$ cat config.mk
export PLATFORM = sky130hd
export DESIGN_NAME = edc_check_pipe
export DESIGN_NICKNAME = d
export VERILOG_FILES = /design/src/rtl/edc_pkg.sv /design/src/rtl/edc_lane_decode.sv /design/src/rtl/edc_check_pipe.sv
export SDC_FILE = /design/constraint.sdc
export NUM_CORES = 1
export LEC_CHECK = 0
export BUFFER_PORTS_ARGS = -buffer_cell sky130_fd_sc_hd__buf_2
export CAP_MARGIN = 5
export CORE_MARGIN = 2
export CORE_UTILIZATION = 48
export CTS_CLUSTER_SIZE = 10
export DETAILED_ROUTE_END_ITERATION = 8
export PLACE_DENSITY = 0.81
export SYNTH_ARGS = -nofsm -noshare
export SYNTH_HDL_FRONTEND = slang
export SYNTH_HIERARCHICAL = 1
export SYNTH_SLANG_ARGS = --single-unit
$ cat constraint.sdc
create_clock -name i_clk -period 8.2 [get_ports i_clk]
set_input_delay 0.82 -clock i_clk [delete_from_list [all_inputs] [get_ports i_clk]]
set_output_delay 0.82 -clock i_clk [all_outputs]
set_load 0.05 [all_outputs]
$ cat src/rtl/edc_pkg.sv
// edc_pkg -- shared definitions for the (40,32) SEC-DED check/correct path.
//
// Contents:
//   DATA_W / ECC_W  : data and check-bit widths of one lane
//   syn_class_e     : decode class of a lane syndrome
//   h_col()         : H-matrix column (check-bit pattern) of each data bit
//   gen_ecc()       : check-bit generator shared by the decoder and by anyone
//                     producing clean reference words
//
// The 32 data columns are the first 32 distinct weight-3 patterns of 8 bits in
// ascending order. Check bit k owns the weight-1 column (1 << k). With every
// data column of odd weight 3, any double error leaves an even-weight nonzero
// syndrome, which can never alias a single-error column.
package edc_pkg;

  localparam int DATA_W = 32;
  localparam int ECC_W  = 8;

  typedef enum logic [1:0] {
    CLS_NONE      = 2'd0,
    CLS_CORR_DATA = 2'd1,
    CLS_CORR_CHK  = 2'd2,
    CLS_UNCORR    = 2'd3
  } syn_class_e;

  function automatic logic [ECC_W-1:0] h_col(input int idx);
    logic [ECC_W-1:0] col;
    case (idx)
      0:  col = 8'h07;
      1:  col = 8'h0B;
      2:  col = 8'h0D;
      3:  col = 8'h0E;
      4:  col = 8'h13;
      5:  col = 8'h15;
      6:  col = 8'h16;
      7:  col = 8'h19;
      8:  col = 8'h1A;
      9:  col = 8'h1C;
      10: col = 8'h23;
      11: col = 8'h25;
      12: col = 8'h26;
      13: col = 8'h29;
      14: col = 8'h2A;
      15: col = 8'h2C;
      16: col = 8'h31;
      17: col = 8'h32;
      18: col = 8'h34;
      19: col = 8'h38;
      20: col = 8'h43;
      21: col = 8'h45;
      22: col = 8'h46;
      23: col = 8'h49;
      24: col = 8'h4A;
      25: col = 8'h4C;
      26: col = 8'h51;
      27: col = 8'h52;
      28: col = 8'h54;
      29: col = 8'h58;
      30: col = 8'h61;
      31: col = 8'h62;
      default: col = 8'h00;
    endcase
    return col;
  endfunction

  // Check bit k is the XOR of every data bit whose column has bit k set;
  // accumulating whole columns computes all eight parities at once.
  function automatic logic [ECC_W-1:0] gen_ecc(input logic [DATA_W-1:0] data);
    logic [ECC_W-1:0] ecc;
    logic [ECC_W-1:0] col;
    ecc = '0;
    for (int i = 0; i < DATA_W; i++) begin
      col = h_col(i);
      if (data[i]) begin
        ecc = ecc ^ col;
      end
    end
    return ecc;
  endfunction

endpackage

$ cat src/rtl/edc_lane_decode.sv
// edc_lane_decode -- combinational syndrome decoder for one 32-bit lane.
//
// Ports:
//   syndrome : regenerated check bits XOR stored check bits
//   flip     : data-bit correction mask (one-hot on a data-column match, else 0)
//   cls      : syn_class_e value (NONE / CORR_DATA / CORR_CHK / UNCORR)
module edc_lane_decode
  import edc_pkg::*;
(
  input  logic [ECC_W-1:0]  syndrome,
  output logic [DATA_W-1:0] flip,
  output logic [1:0]        cls
);

  logic [DATA_W-1:0] match;

  // Columns are distinct, so at most one match bit can be set.
  generate
    for (genvar gi = 0; gi < DATA_W; gi++) begin : g_col
      assign match[gi] = (syndrome == h_col(gi));
    end
  endgenerate

  always_comb begin
    cls  = CLS_UNCORR;
    flip = '0;
    if (syndrome == '0) begin
      cls = CLS_NONE;
    end else if (|match) begin
      cls  = CLS_CORR_DATA;
      flip = match;
    end else if ($onehot(syndrome)) begin
      // The stored check bit itself was hit; the data is already correct.
      cls = CLS_CORR_CHK;
    end
  end

endmodule

$ cat src/rtl/edc_check_pipe.sv
// edc_check_pipe -- two-stage SEC-DED check/correct stage for the memory read
// path, NUM_LANES independent (40,32) lanes per beat.
//
// Stage 1 registers addr, raw data and per-lane syndromes; stage 2 registers
// corrected data and per-lane flags. Latency 2 cycles, 1 beat/cycle.
// Error counters and the first-uncorrectable-error log update on the output
// handshake.
//
// Ports:
//   i_clk, i_rst_n         clock, asynchronous active-low reset
//   i_valid/o_ready        input beat handshake (o_ready is combinational)
//   i_addr, i_data, i_ecc  address tag, raw data, stored check bits
//   o_valid/i_ready        output beat handshake
//   o_addr, o_data         address tag, corrected data
//   o_err_lane/o_unc_lane  per-lane syndrome-nonzero / uncorrectable flags
//   i_cnt_clr              clears counters, log valid and scrub overflow
//   o_ce_count/o_ue_count  saturating correctable / uncorrectable counts
//   o_log_*                first uncorrectable event (addr, lane, syndrome)
//
// Optional build macro EDC_SCRUB_EN adds a one-entry scrub write-back buffer:
//   o_scrub_valid/i_scrub_ready, o_scrub_addr, o_scrub_data, o_scrub_ovf.
module edc_check_pipe
  import edc_pkg::*;
#(
  parameter int NUM_LANES = 1,
  parameter int ADDR_W    = 32,
  parameter int CNT_W     = 16
) (
  input  logic                        i_clk,
  input  logic                        i_rst_n,
  input  logic                        i_valid,
  output logic                        o_ready,
  input  logic [ADDR_W-1:0]           i_addr,
  input  logic [DATA_W*NUM_LANES-1:0] i_data,
  input  logic [ECC_W*NUM_LANES-1:0]  i_ecc,
  output logic                        o_valid,
  input  logic                        i_ready,
  output logic [ADDR_W-1:0]           o_addr,
  output logic [DATA_W*NUM_LANES-1:0] o_data,
  output logic [NUM_LANES-1:0]        o_err_lane,
  output logic [NUM_LANES-1:0]        o_unc_lane,
  input  logic                        i_cnt_clr,
  output logic [CNT_W-1:0]            o_ce_count,
  output logic [CNT_W-1:0]            o_ue_count,
  output logic                        o_log_valid,
  output logic [ADDR_W-1:0]           o_log_addr,
  output logic [2:0]                  o_log_lane,
  output logic [7:0]                  o_log_syndrome
`ifdef EDC_SCRUB_EN
  ,
  output logic                        o_scrub_valid,
  input  logic                        i_scrub_ready,
  output logic [ADDR_W-1:0]           o_scrub_addr,
  output logic [DATA_W*NUM_LANES-1:0] o_scrub_data,
  output logic                        o_scrub_ovf
`endif
);

  localparam int DW    = DATA_W * NUM_LANES;
  localparam int EW    = ECC_W * NUM_LANES;
  // Headroom for adding up to 8 lanes' worth of events before saturating.
  localparam int SUM_W = CNT_W + 4;
  localparam logic [CNT_W-1:0] CNT_MAX = '1;

  // ---------------------------------------------------------------- handshake
  logic s1_valid;
  logic adv1;
  logic adv2;
  logic out_hs;

  assign adv2    = !o_valid || i_ready;
  assign adv1    = !s1_valid || adv2;
  assign o_ready = adv1;
  assign out_hs  = o_valid && i_ready;

  // ------------------------------------------------------------------ stage 1
  logic [ADDR_W-1:0] s1_addr;
  logic [DW-1:0]     s1_data;
  logic [EW-1:0]     s1_syn;
  logic [EW-1:0]     syn_in;

  generate
    for (genvar gi = 0; gi < NUM_LANES; gi++) begin : g_syn
      assign syn_in[gi*ECC_W +: ECC_W] =
        gen_ecc(i_data[gi*DATA_W +: DATA_W]) ^ i_ecc[gi*ECC_W +: ECC_W];
    end
  endgenerate

  always_ff @(posedge i_clk or negedge i_rst_n) begin
    if (!i_rst_n) begin
      s1_valid <= 1'b0;
      s1_addr  <= '0;
      s1_data  <= '0;
      s1_syn   <= '0;
    end else if (adv1) begin
      s1_valid <= i_valid;
      s1_addr  <= i_addr;
      s1_data  <= i_data;
      s1_syn   <= syn_in;
    end
  end

  // ------------------------------------------------------- stage 2 decode
  logic [DW-1:0]        corr_data;
  logic [NUM_LANES-1:0] lane_err;
  logic [NUM_LANES-1:0] lane_unc;

  generate
    for (genvar gi = 0; gi < NUM_LANES; gi++) begin : g_lane
      logic [DATA_W-1:0] flip;
      logic [1:0]        cls;

      edc_lane_decode u_dec (
        .syndrome (s1_syn[gi*ECC_W +: ECC_W]),
        .flip     (flip),
        .cls      (cls)
      );

      // flip is zero for every class but CORR_DATA, so uncorrectable lanes
      // pass through raw.
      assign corr_data[gi*DATA_W +: DATA_W] = s1_data[gi*DATA_W +: DATA_W] ^ flip;
      assign lane_err[gi] = (cls != CLS_NONE);
      assign lane_unc[gi] = (cls == CLS_UNCORR);
    end
  endgenerate

  // Stage-2 syndromes are kept only so the log can record them.
  logic [EW-1:0] s2_syn;

  always_ff @(posedge i_clk or negedge i_rst_n) begin
    if (!i_rst_n) begin
      o_valid    <= 1'b0;
      o_addr     <= '0;
      o_data     <= '0;
      o_err_lane <= '0;
      o_unc_lane <= '0;
      s2_syn     <= '0;
    end else if (adv2) begin
      o_valid    <= s1_valid;
      o_addr     <= s1_addr;
      o_data     <= corr_data;
      o_err_lane <= lane_err;
      o_unc_lane <= lane_unc;
      s2_syn     <= s1_syn;
    end
  end

  // ------------------------------------------------- event tally of stage 2
  logic [3:0]       ce_n;
  logic [3:0]       ue_n;
  logic [2:0]       low_lane;
  logic [7:0]       low_syn;
  logic [SUM_W-1:0] ce_sum;
  logic [SUM_W-1:0] ue_sum;
  logic [CNT_W-1:0] ce_next;
  logic [CNT_W-1:0] ue_next;

  always_comb begin
    ce_n     = '0;
    ue_n     = '0;
    low_lane = '0;
    low_syn  = '0;
    // Walking downward leaves the lowest failing lane as the final capture.
    for (int n = NUM_LANES - 1; n >= 0; n--) begin
      if (o_err_lane[n] && !o_unc_lane[n]) begin
        ce_n = ce_n + 4'd1;
      end
      if (o_unc_lane[n]) begin
        ue_n     = ue_n + 4'd1;
        low_lane = 3'(n);
        low_syn  = s2_syn[n*ECC_W +: ECC_W];
      end
    end
  end

  always_comb begin
    ce_sum  = SUM_W'(o_ce_count) + SUM_W'(ce_n);
    ue_sum  = SUM_W'(o_ue_count) + SUM_W'(ue_n);
    ce_next = (ce_sum > SUM_W'(CNT_MAX)) ? CNT_MAX : ce_sum[CNT_W-1:0];
    ue_next = (ue_sum > SUM_W'(CNT_MAX)) ? CNT_MAX : ue_sum[CNT_W-1:0];
  end

  // --------------------------------------------------- counters and log
  always_ff @(posedge i_clk or negedge i_rst_n) begin
    if (!i_rst_n) begin
      o_ce_count     <= '0;
      o_ue_count     <= '0;
      o_log_valid    <= 1'b0;
      o_log_addr     <= '0;
      o_log_lane     <= '0;
      o_log_syndrome <= '0;
    end else if (i_cnt_clr) begin
      // Clear takes priority; events of a coinciding beat are dropped.
      o_ce_count  <= '0;
      o_ue_count  <= '0;
      o_log_valid <= 1'b0;
    end else if (out_hs) begin
      o_ce_count <= ce_next;
      o_ue_count <= ue_next;
      if (!o_log_valid && (ue_n != 4'd0)) begin
        o_log_valid    <= 1'b1;
        o_log_addr     <= o_addr;
        o_log_lane     <= low_lane;
        o_log_syndrome <= low_syn;
      end
    end
  end

`ifdef EDC_SCRUB_EN
  // ----------------------------------------------- scrub write-back buffer
  // Only fully repairable beats are worth writing back. A slot draining in
  // the same cycle counts as free, so back-to-back scrubs are not lost.
  logic scrub_qual;
  logic scrub_busy;

  assign scrub_qual = out_hs && (ce_n != 4'd0) && (ue_n == 4'd0);
  assign scrub_busy = o_scrub_valid && !i_scrub_ready;

  always_ff @(posedge i_clk or negedge i_rst_n) begin
    if (!i_rst_n) begin
      o_scrub_valid <= 1'b0;
      o_scrub_addr  <= '0;
      o_scrub_data  <= '0;
      o_scrub_ovf   <= 1'b0;
    end else begin
      if (scrub_qual && !scrub_busy) begin
        o_scrub_valid <= 1'b1;
        o_scrub_addr  <= o_addr;
        o_scrub_data  <= o_data;
      end else if (i_scrub_ready) begin
        o_scrub_valid <= 1'b0;
      end

      if (i_cnt_clr) begin
        o_scrub_ovf <= 1'b0;
      end else if (scrub_qual && scrub_busy) begin
        o_scrub_ovf <= 1'b1;
      end
    end
  end
`endif

endmodule

==> results.yml, run 1 <==
timing:
  period_share_pct: 51.4
  max_freq_ghz: 0.237
  timing_hold_violations_final: 0
  min_period_ns: 4.21
  rsz0062_at_grt: "no"
  post_route_worst_hold_slack_ns: 0.297
  slew-limit-headroom_pct: 32.1
  clock-skew-final_ns: 0.0109
  timing_max_transition_violations_final: 0
  total_negative_slack_for_setup_checks_ns: 0
  max_slew.worst_pin.slew_ns: 1.02
  finalSetupViolations: 0
route:
  vias_per_cell: 5.23
  average_wire_per_standard_cell_um: 16.0
  wirelength_mm: 25.5
  drtIter0Drc: 418
  drt.antenna.violating_nets: 0
  dr_total_vias: 8294
  drc_violation_count_after_routing: 0
  detailedRoute.firstPassIterationCount: 5
synth:
  synth_cell_type_count: 66
  syn_std_cell_area_um2: 10600
  ys_ff_latch: 221
  ys_warn_count: 6
  synth-compound-area-share_pct: 7.08
  postSynth.asyncResetShare_pct: 100
  yosys-mux-area-fraction_pct: 4.81
  synthFlopType: "sky130_fd_sc_hd__dfrtp_1"
  yosys-top-cells-area: "sky130_fd_sc_hd__dfrtp_1 (52%), sky130_fd_sc_hd__nand2_1 (13%), sky130_fd_sc_hd__xnor2_1 (6.9%), sky130_fd_sc_hd__mux2_2 (2.4%), sky130_fd_sc_hd__o21ai_0 (2.3%)"
  number_of_standard_cells_after_synthesis: 1109
  synth_simple_gate_area_share_pct: 21.2
  synthXorXnorAreaFrac_pct: 9.12
  synth_top_family_by_area: "simple AND/OR/NAND/NOR gates"
  syn_avg_cell_area_um2: 9.56
  synth_sequential_area_ratio_pct: 52.1
  yosysTopAreaCell: "sky130_fd_sc_hd__dfrtp_1"
  share_of_yosys_cell_area_claimed_by_the_top_area_cell_type_pct: 52.1
  synth-edff-count: 0
  synth_adder_area_share_pct: 2.05
power:
  switching_share_pct: 41.7
  p_switching_mw: 1.72
  cellInternalPower_mw: 2.40
  worst_ir_drop_vdd_mv: 0.168
  share_comb_of_total_power_pct: 39.8
  share_clk_of_total_power_pct: 24.1
  power_density_over_the_cells_nw_per_um2: 329
  leakagePower_nw: 6.26
  sequentialPowerShare_pct: 36.2
cells_and_area:
  leading_cell_type_in_the_layout_fill_and_taps_excluded: "sky130_fd_sc_hd__nand2_1"
  finish.net_count: 1392
  final_layout_size_suffix_gt1_share_pct: 22.6
  final_cell_area_um2: 12500
  multi_input_comb_area_um2: 4730
  filler_cell_count: 1890
  ff_latch_area_um2: 5530
  layout.cells.most_common_list: "sky130_fd_sc_hd__nand2_1 (371), sky130_fd_sc_hd__dfrtp_1 (221), sky130_fd_sc_hd__buf_2 (216)"
  areaGrowthSynthToFinish_pct: 18.3
  antenna_cells: 0
global_routing:
  initial_antenna_violation_count: 0
  groute.usage.overall_pct: 21.8
  first_global_vias: 8202
  global_route.overflow_total: 0
  grt_start_max_net_pins: 106
  grt_pass1_wl_mm: 42.0
critical_path:
  worstSetupEndpointType: "flip-flop"
  crit_slowest_cell: "sky130_fd_sc_hd__dfrtp_1"
  cp_data_required_time_ns: 8.61
  crit_path_max_incr_delay_ns: 0.70
  critical_path.most_common_cell: "sky130_fd_sc_hd__fa_1"
  critical_path.startpoint_type: "flip-flop"
  cp_cell_sequence: "inv_1 -> fa_1 -> fa_1 -> fa_1 -> inv_1 -> ha_1 -> inv_1 -> fa_1 -> a211o_1 -> a21oi_1 -> o21ai_0 -> o31a_1 -> o21ai_0 -> nand2_1"
  path_max_fanout: 22
  worst-r2r-cell-count: 14
  worst_r2r_endpoint: "o_err_lane"
  rrSetupSlack_ns: 3.99
  worst_ep_arrival_time_ns: 4.62
  setup.worst_path.class: "flip-flop to flip-flop"
  crit_family: "adder cells"
  regToRegStartpoint: "s1_syn[3]"
  number_of_buffers_and_inverters_on_the_critical_path: 3
hold_path:
  min_path_type: "primary input to async pin"
clock_tree:
  cts_setup_buffers: 0
  clock_path_buffers: 3
  worst_skew_pair.late_latency_ns: 0.52
  postCtsResizedCells: 0
  htree_num_levels: 1
  tritoncts: "built"
  numCtsBuffers: 26
  numClockSinks: 221
  root_buffer: "sky130_fd_sc_hd__clkbuf_16"
  cts_hold_buffers: 0
  cts.reportedPaths.clkPinSlew_ns: 0.05
die:
  start_util_pct: 48.7
  core.rowCount: 54
  height_of_the_die_um: 153
  die_area_um2: 23300
  die_width_um: 153
  ioPinCount: 221
  core_area_um2: 21800
place:
  gp_congestion: 0.907
  port_buffers: 217
  place_area_um2: 11800
  hpwlAfterDp_mm: 17.7
job:
  total_of_max_cap_violations: 0
outcome:
  status: "finished, final reports clean"
## power groups by stage
stage | Sequential [mW] | Clock [mW] | Combinational, mW
global route | 1.53 | 1.06 | 1.77
floorplan | 2.01 | 0 | 0.707
finish | 1.49 | 0.992 | 1.64
CTS | 1.49 | 1.01 | 1.64
global placement | 1.50 | 0 | 1.59
detailed placement | 1.51 | 0 | 1.64
## Yosys cell counts (all sizes together), types with 13 or more instances
library cell and number:
a21oi 13, xnor2 83, nand2 371, dfrtp 221
clkbuf 42, a211oi 16, inv 20, o21ai 50
nor2 64, buf 22, mux2 40, nand3 17
## cell type report
class / count / share of cell area, %
tap: 280 / 2.79
clock inverter: 1 / 0.130
inverter: 20 / 0.598
timing repair buffer: 225 / 9.21
clock buffer: 34 / 5.50
sequential: 221 / 44.1
multi-input combinational: 806 / 37.7
## how the worst max path moves through the flow
stage,from,to,depth (start not counted)
after floorplan,s1_syn[3],o_err_lane,15
after global placement,s1_syn[3],o_err_lane,14
after detailed placement,s1_syn[3],o_err_lane,14
after CTS,s1_syn[3],o_err_lane,14
after global routing,s1_syn[3],o_err_lane,14
final,s1_syn[3],o_err_lane,14
## stage by stage
step / util, % / std cells / total power [mW] / worst slack (ns)
after floorplan: - / 1111 / 2.72 / 4.58
after global placement: 54.4 / 1552 / 3.09 / 4.19
after detailed placement: 54.4 / 1552 / 3.14 / 4.06
after CTS: 57.7 / 1587 / 4.15 / 4.03
after global routing: 57.7 / 1587 / 4.36 / 3.63
final: 57.7 / 1587 / 4.12 / 3.99
## sequential cells by signal, indices dropped and copies added (netlist names), 8 cells and up
name	count
o_addr	32
o_ce_count	16
o_data	32
o_log_addr	32
o_log_syndrome	8
o_ue_count	16
s1_addr	32
s1_data	32
s1_syn	8
s2_syn	8
## layer usage
| layer | GRT usage (%) | up-vias | share of wire, % |
|---|---|---|---|
| li1 | - | 4000 | - |
| met1 | 30.1 | 4011 | 44 |
| met2 | 35.3 | 229 | 48 |
| met3 | 3.16 | 54 | 5.1 |
| met4 | 7.94 | 0 | 3.4 |
| met5 | 0 | - | 0 |
## cell families (layout without fill, tap and decap cells)
kind of cell,after synthesis,in the layout
DFF,221,221
buffers and inverters,84,280
muxes,46,46
AOI/OAI and AO/OA,116,116
xor gates and xnor gates,101,101
adders and majority gates,15,15
other,1,3
and+or+nand+nor,525,525
Note: power is estimated with default switching activity, not from simulation.
==> run 2, diff against run 1 <==
--- a/config.mk
+++ b/config.mk
@@ -11,7 +11,7 @@
 export CORE_UTILIZATION = 48
 export CTS_CLUSTER_SIZE = 10
 export DETAILED_ROUTE_END_ITERATION = 8
-export PLACE_DENSITY = 0.81
+export PLACE_DENSITY = 0.84
 export SYNTH_ARGS = -nofsm -noshare
 export SYNTH_HDL_FRONTEND = slang
 export SYNTH_HIERARCHICAL = 1
==> constraint.sdc (replaced) <==
create_clock -name i_clk -period 3.5 [get_ports i_clk]
set_input_delay 0.35 -clock i_clk [delete_from_list [all_inputs] [get_ports i_clk]]
set_output_delay 0.35 -clock i_clk [all_outputs]
set_load 0.05 [all_outputs]
==> run 2 against run 1 <==
Critical endpoint unchanged. First-iteration DRC count rose by 37%. Via count increased by 1.5%. Fmax up 20%. The flow now finishes with violations (negative setup slack). Cell area increased by 1.5%. Flip-flop and latch count is the same. Register-to-register slack worse by 4.0 ns. Critical path depth did not move.
==> results.yml, run 2 (synthesized netlist as in run 1, its figures left out) <==
route:
  vias_per_cell: 5.25
  drt.antenna.violating_nets: 0
  drc_violation_count_after_routing: 0
  detailedRoute.firstPassIterationCount: 6
  dr_total_vias: 8415
  drtIter0Drc: 574
  average_wire_per_standard_cell_um: 16.4
  wirelength_mm: 26.3
die:
  ioPinCount: 221
  height_of_the_die_um: 153
  die_area_um2: 23300
  die_width_um: 153
  start_util_pct: 48.7
  core_area_um2: 21800
  core.rowCount: 54
clock_tree:
  cts.reportedPaths.clkPinSlew_ns: 0.06
  clock_path_buffers: 3
  numClockSinks: 221
  worst_skew_pair.late_latency_ns: 0.52
  htree_num_levels: 1
  root_buffer: "sky130_fd_sc_hd__clkbuf_16"
  numCtsBuffers: 26
  tritoncts: "built"
timing:
  post_route_worst_hold_slack_ns: 0.0189
  timing_hold_violations_final: 0
  rsz0062_at_grt: "yes"
  period_share_pct: 100
  max_freq_ghz: 0.285
  slew-limit-headroom_pct: 30.5
  max_slew.worst_pin.slew_ns: 1.04
  timing.final.ws_setup_ns: -0.0115
  timing_max_transition_violations_final: 0
  finalSetupViolations: 1
  total_negative_slack_for_setup_checks_ns: -0.0115
  min_period_ns: 3.51
  clock-skew-final_ns: 0.0104
global_routing:
  initial_antenna_violation_count: 0
  first_global_vias: 8282
  grt_pass1_wl_mm: 43.4
  grt_start_max_net_pins: 107
  groute.usage.overall_pct: 22.7
  global_route.overflow_total: 0
place:
  worst_setup_slack_after_placement_ns: -0.125
  hpwlAfterDp_mm: 18.4
  port_buffers: 217
  place_area_um2: 12000
  placedCellCount: 1564
  gp_congestion: 0.876
power:
  fin_total_pwr_mw: 9.89
  sequentialPowerShare_pct: 34.7
  cellInternalPower_mw: 5.78
  share_clk_of_total_power_pct: 23.8
  p_switching_mw: 4.11
  leakagePower_nw: 6.36
  switching_share_pct: 41.6
  share_comb_of_total_power_pct: 41.5
  worst_ir_drop_vdd_mv: 0.392
  power_density_over_the_cells_nw_per_um2: 777
cells_and_area:
  final_layout_size_suffix_gt1_share_pct: 24.3
  areaGrowthSynthToFinish_pct: 20.1
  finalNonFillerCells: 1602
  final_core_util_pct: 58.5
  leading_cell_type_in_the_layout_fill_and_taps_excluded: "sky130_fd_sc_hd__nand2_1"
  finish.net_count: 1410
  layout.cells.most_common_list: "sky130_fd_sc_hd__nand2_1 (371), sky130_fd_sc_hd__dfrtp_1 (221), sky130_fd_sc_hd__buf_2 (216)"
  antenna_cells: 0
  final_cell_area_um2: 12700
job:
  total_of_max_cap_violations: 0
hold_path:
  min_path_type: "primary input to flip-flop"
outcome:
  violations: "negative setup slack"
  status: "complete, but fails checks"
critical_path:
  worstSetupEndpointType: "flip-flop"
  critical_path.startpoint_type: "flip-flop"
  setup.worst_path.class: "flip-flop to flip-flop"
  rrSetupSlack_ns: -0.01
  crit_family: "adder cells"
  worst_ep_arrival_time_ns: 3.92
  critical_path.most_common_cell: "sky130_fd_sc_hd__fa_1"
  crit_slowest_cell: "sky130_fd_sc_hd__fa_1"
  cp_cell_sequence: "inv_2 -> fa_1 -> fa_1 -> fa_1 -> inv_1 -> ha_2 -> inv_2 -> fa_2 -> o211ai_1 -> a21oi_2 -> o21ai_1 -> o31a_1 -> o21ai_1 -> nand2_1"
  cp_data_required_time_ns: 3.90
  number_of_buffers_and_inverters_on_the_critical_path: 3
  path_max_fanout: 2
  crit_path_max_incr_delay_ns: 0.56
run 2: worst min-delay path, delay by kind of cell:
kind	cells	cell delay, ns
buffers and inverters	1	0.07
AND/OR/NAND/NOR	2	0.09
run 2: layout make-up:
cell class / count / area, um^2
inverter: 20 / 77.6
sequential: 221 / 5530
clock buffer: 30 / 686
clock inverter: 2 / 21.3
fill: 1858 / 9020
multi-input combinational: 806 / 4740
tap: 280 / 350
timing repair buffer: 243 / 1330
run 2: power by group through the flow:
| stage | logic [mW] | clock network, mW | registers, mW |
|---|---|---|---|
| 2_1_floorplan | 1.67 | 0 | 4.72 |
| 3_3_place_gp | 3.91 | 0 | 3.44 |
| 3_5_place_dp | 3.99 | 0 | 3.47 |
| 4_1_cts | 4.10 | 2.40 | 3.43 |
| 5_1_grt | 4.44 | 2.51 | 3.51 |
| 6_report | 4.10 | 2.35 | 3.44 |
run 2: worst paths after layout:
| path | start | to | cells after the start |
|---|---|---|---|
| max reg2reg | s1_syn[0] | o_err_lane | 14 |
| max in group asynchronous | i_rst_n | s1_data[26] | 3 |
| max | s1_syn[0] | o_err_lane | 14 |
| min in group asynchronous | i_rst_n | o_ue_count[14] | 2 |
| min reg2reg | s2_syn[3] | s2_syn[3] | 2 |
| min | i_addr[0] | s1_addr[0] | 3 |
run 2: per-layer routing:
metal	routed length [um]	GRT usage, %
met1	11200	30.6
met4	839	7.54
met2	12800	37.8
met5	0	0
met3	1520	3.33
run 2: what timing repair did:
item | CTS | global route
setup buffers | 2 | 2
endpoints found under the setup margin | 2 | 2
hold endpoints to repair | 104 | 0
gates resized for setup | 6 | 2
hold buffers | 2 | 0
pin swaps | 3 | 4
==> run 3, diff against run 2 <==
--- a/config.mk
+++ b/config.mk
@@ -12,6 +12,7 @@
 export CTS_CLUSTER_SIZE = 10
 export DETAILED_ROUTE_END_ITERATION = 8
 export PLACE_DENSITY = 0.84
+export RECOVER_POWER = 50
 export SYNTH_ARGS = -nofsm -noshare
 export SYNTH_HDL_FRONTEND = slang
 export SYNTH_HIERARCHICAL = 1
==> run 3 against run 2 <==
The flow finishes with violations (max-capacitance violations, max-slew violations, negative setup slack). Global-route usage unchanged. First-iteration DRC count down 6.4%. Sequential share of layout area up 0.21 points. Clock skew down 0.00086 ns. Die area unchanged. Power down 0.36%. Critical endpoint unchanged. Largest cell class unchanged. Highest routed layer unchanged.
==> results.yml, run 3 (synthesized netlist as in run 1, its figures left out) <==
outcome:
  status: "complete, but fails checks"
  violations: "max-capacitance violations, max-slew violations, negative setup slack"
cells_and_area:
  finalNonFillerCells: 1602
  antenna_cells: 0
  leading_cell_type_in_the_layout_fill_and_taps_excluded: "sky130_fd_sc_hd__nand2_1"
  finish.net_count: 1410
  layout.cells.most_common_list: "sky130_fd_sc_hd__nand2_1 (371), sky130_fd_sc_hd__dfrtp_1 (221), sky130_fd_sc_hd__buf_2 (187)"
  final_layout_size_suffix_gt1_share_pct: 22.0
  final_cell_area_um2: 12700
  final_core_util_pct: 58.3
  areaGrowthSynthToFinish_pct: 19.5
timing:
  timing_hold_violations_final: 0
  slew-limit-headroom_pct: -82.6
  timing_max_transition_violations_final: 154
  max_freq_ghz: 0.285
  clock-skew-final_ns: 0.00956
  min_period_ns: 3.51
  max_slew.worst_pin.slew_ns: 2.74
  rsz0062_at_grt: "yes"
  timing.final.ws_setup_ns: -0.00599
  period_share_pct: 100
  finalSetupViolations: 1
global_routing:
  grt_pass1_wl_mm: 43.4
  groute.usage.overall_pct: 22.7
  grt_start_max_net_pins: 107
  initial_antenna_violation_count: 0
  global_route.overflow_total: 0
  first_global_vias: 8282
die:
  height_of_the_die_um: 153
  ioPinCount: 221
  die_width_um: 153
  core.rowCount: 54
  start_util_pct: 48.7
  die_area_um2: 23300
  core_area_um2: 21800
critical_path:
  path_max_fanout: 2
  cp_data_required_time_ns: 3.90
  worstSetupEndpointType: "flip-flop"
  crit_path_max_incr_delay_ns: 0.56
  number_of_buffers_and_inverters_on_the_critical_path: 3
  cp_cell_sequence: "inv_2 -> fa_1 -> fa_1 -> fa_1 -> inv_1 -> ha_2 -> inv_2 -> fa_2 -> o211ai_1 -> a21oi_2 -> o21ai_1 -> o31a_1 -> o21ai_1 -> nand2_1"
  critical_path.startpoint_type: "flip-flop"
  crit_family: "adder cells"
  critical_path.most_common_cell: "sky130_fd_sc_hd__fa_1"
  worst_ep_arrival_time_ns: 3.91
  crit_slowest_cell: "sky130_fd_sc_hd__fa_1"
  setup.worst_path.class: "flip-flop to flip-flop"
route:
  average_wire_per_standard_cell_um: 16.4
  top_layer_used: "met4"
  dr_wl_met3_mm: 1.52
  vias_per_cell: 5.25
  met1_length_mm: 11.2
  wirelength_mm: 26.3
  dr_total_vias: 8414
  drtIter0Drc: 537
  drt.antenna.violating_nets: 0
  drc_violation_count_after_routing: 0
  routed-wl-met2_mm: 12.7
  detailedRoute.firstPassIterationCount: 6
hold_path:
  min_path_type: "primary input to flip-flop"
clock_tree:
  htree_num_levels: 1
  numClockSinks: 221
  numCtsBuffers: 26
  worst_skew_pair.late_latency_ns: 0.52
  tritoncts: "built"
  root_buffer: "sky130_fd_sc_hd__clkbuf_16"
  cts.reportedPaths.clkPinSlew_ns: 0.06
  clock_path_buffers: 3
place:
  place_area_um2: 12000
  port_buffers: 217
  worst_setup_slack_after_placement_ns: -0.125
  placedCellCount: 1564
  gp_congestion: 0.876
  hpwlAfterDp_mm: 18.4
power:
  fin_total_pwr_mw: 9.85
  switching_share_pct: 41.8
  share_clk_of_total_power_pct: 23.9
  worst_ir_drop_vdd_mv: 0.393
  sequentialPowerShare_pct: 34.9
  leakagePower_nw: 6.25
  power_density_over_the_cells_nw_per_um2: 778
  cellInternalPower_mw: 5.74
  p_switching_mw: 4.12
  share_comb_of_total_power_pct: 41.2
job:
  total_of_max_cap_violations: 2
-- run 3: final timing paths --
check	startpoint	end	slack, ns	cells past startpoint
worst min-delay path	i_addr[9]	s1_addr[9]	0.02	3
max in group asynchronous	i_rst_n	o_data[20]	0.46	3
min in group asynchronous	i_rst_n	o_ue_count[13]	1.20	2
worst min register to register	s2_syn[3]	s2_syn[3]	0.46	2
worst max register to register	s1_syn[0]	o_err_lane	-0.006	14
worst max-delay path	s1_syn[0]	o_err_lane	-0.006	14
-- run 3: repair_timing --
| item | CTS | global route |
|---|---|---|
| hold buffers | 2 | 0 |
| endpoints found under the setup margin | 2 | 2 |
| buffers inserted | 2 | 2 |
| pin swaps | 3 | 4 |
| gates resized for setup | 6 | 2 |
| hold endpoints to repair | 104 | 0 |
-- run 3: per-layer routing --
| metal | track usage (%) | up-vias |
|---|---|---|
| met3 | 3.33 | 58 |
| met2 | 37.8 | 295 |
| met4 | 7.54 | 0 |
| met1 | 30.6 | 4024 |
| met5 | 0 | - |
| li1 | - | 4037 |
-- run 3: power groups by stage --
stage | registers [mW] | logic, mW | clock network, mW
3_5_place_dp | 3.47 | 3.99 | 0
6_report | 3.44 | 4.06 | 2.35
5_1_grt | 3.52 | 4.40 | 2.51
3_3_place_gp | 3.44 | 3.91 | 0
4_1_cts | 3.43 | 4.10 | 2.40
2_1_floorplan | 4.72 | 1.67 | 0
-- run 3: per-stage QoR --
stage	setup TNS [ns]	hold WS, ns
floorplan	-0.00583	0.0544
global placement	-0.0590	0.448
detailed placement	-0.244	0.456
CTS	-0.0754	0.000451
global route	-7.77	0.0166
finish	-0.00599	0.0197
-- run 3: cell type report --
type / instances / area (um^2)
Tap cell: 280 / 350
Fill cell: 1876 / 9080
Timing Repair Buffer: 243 / 1270
Clock buffer: 30 / 686
Clock inverter: 2 / 21.3
Sequential cell: 221 / 5530
Inverter: 20 / 77.6
Multi-Input combinational cell: 806 / 4740
-- run 3: worst reg2reg max path: stages, from the launching register on --
cell and delay [ns]:
sky130_fd_sc_hd__dfrtp_1 0.35, sky130_fd_sc_hd__inv_2 0.05, sky130_fd_sc_hd__fa_1 0.56, sky130_fd_sc_hd__fa_1 0.45, sky130_fd_sc_hd__fa_1 0.44, sky130_fd_sc_hd__inv_1 0.07
sky130_fd_sc_hd__ha_2 0.18, sky130_fd_sc_hd__inv_2 0.04, sky130_fd_sc_hd__fa_2 0.51, sky130_fd_sc_hd__o211ai_1 0.10, sky130_fd_sc_hd__a21oi_2 0.13, sky130_fd_sc_hd__o21ai_1 0.08
sky130_fd_sc_hd__o31a_1 0.25, sky130_fd_sc_hd__o21ai_1 0.13, sky130_fd_sc_hd__nand2_1 0.06
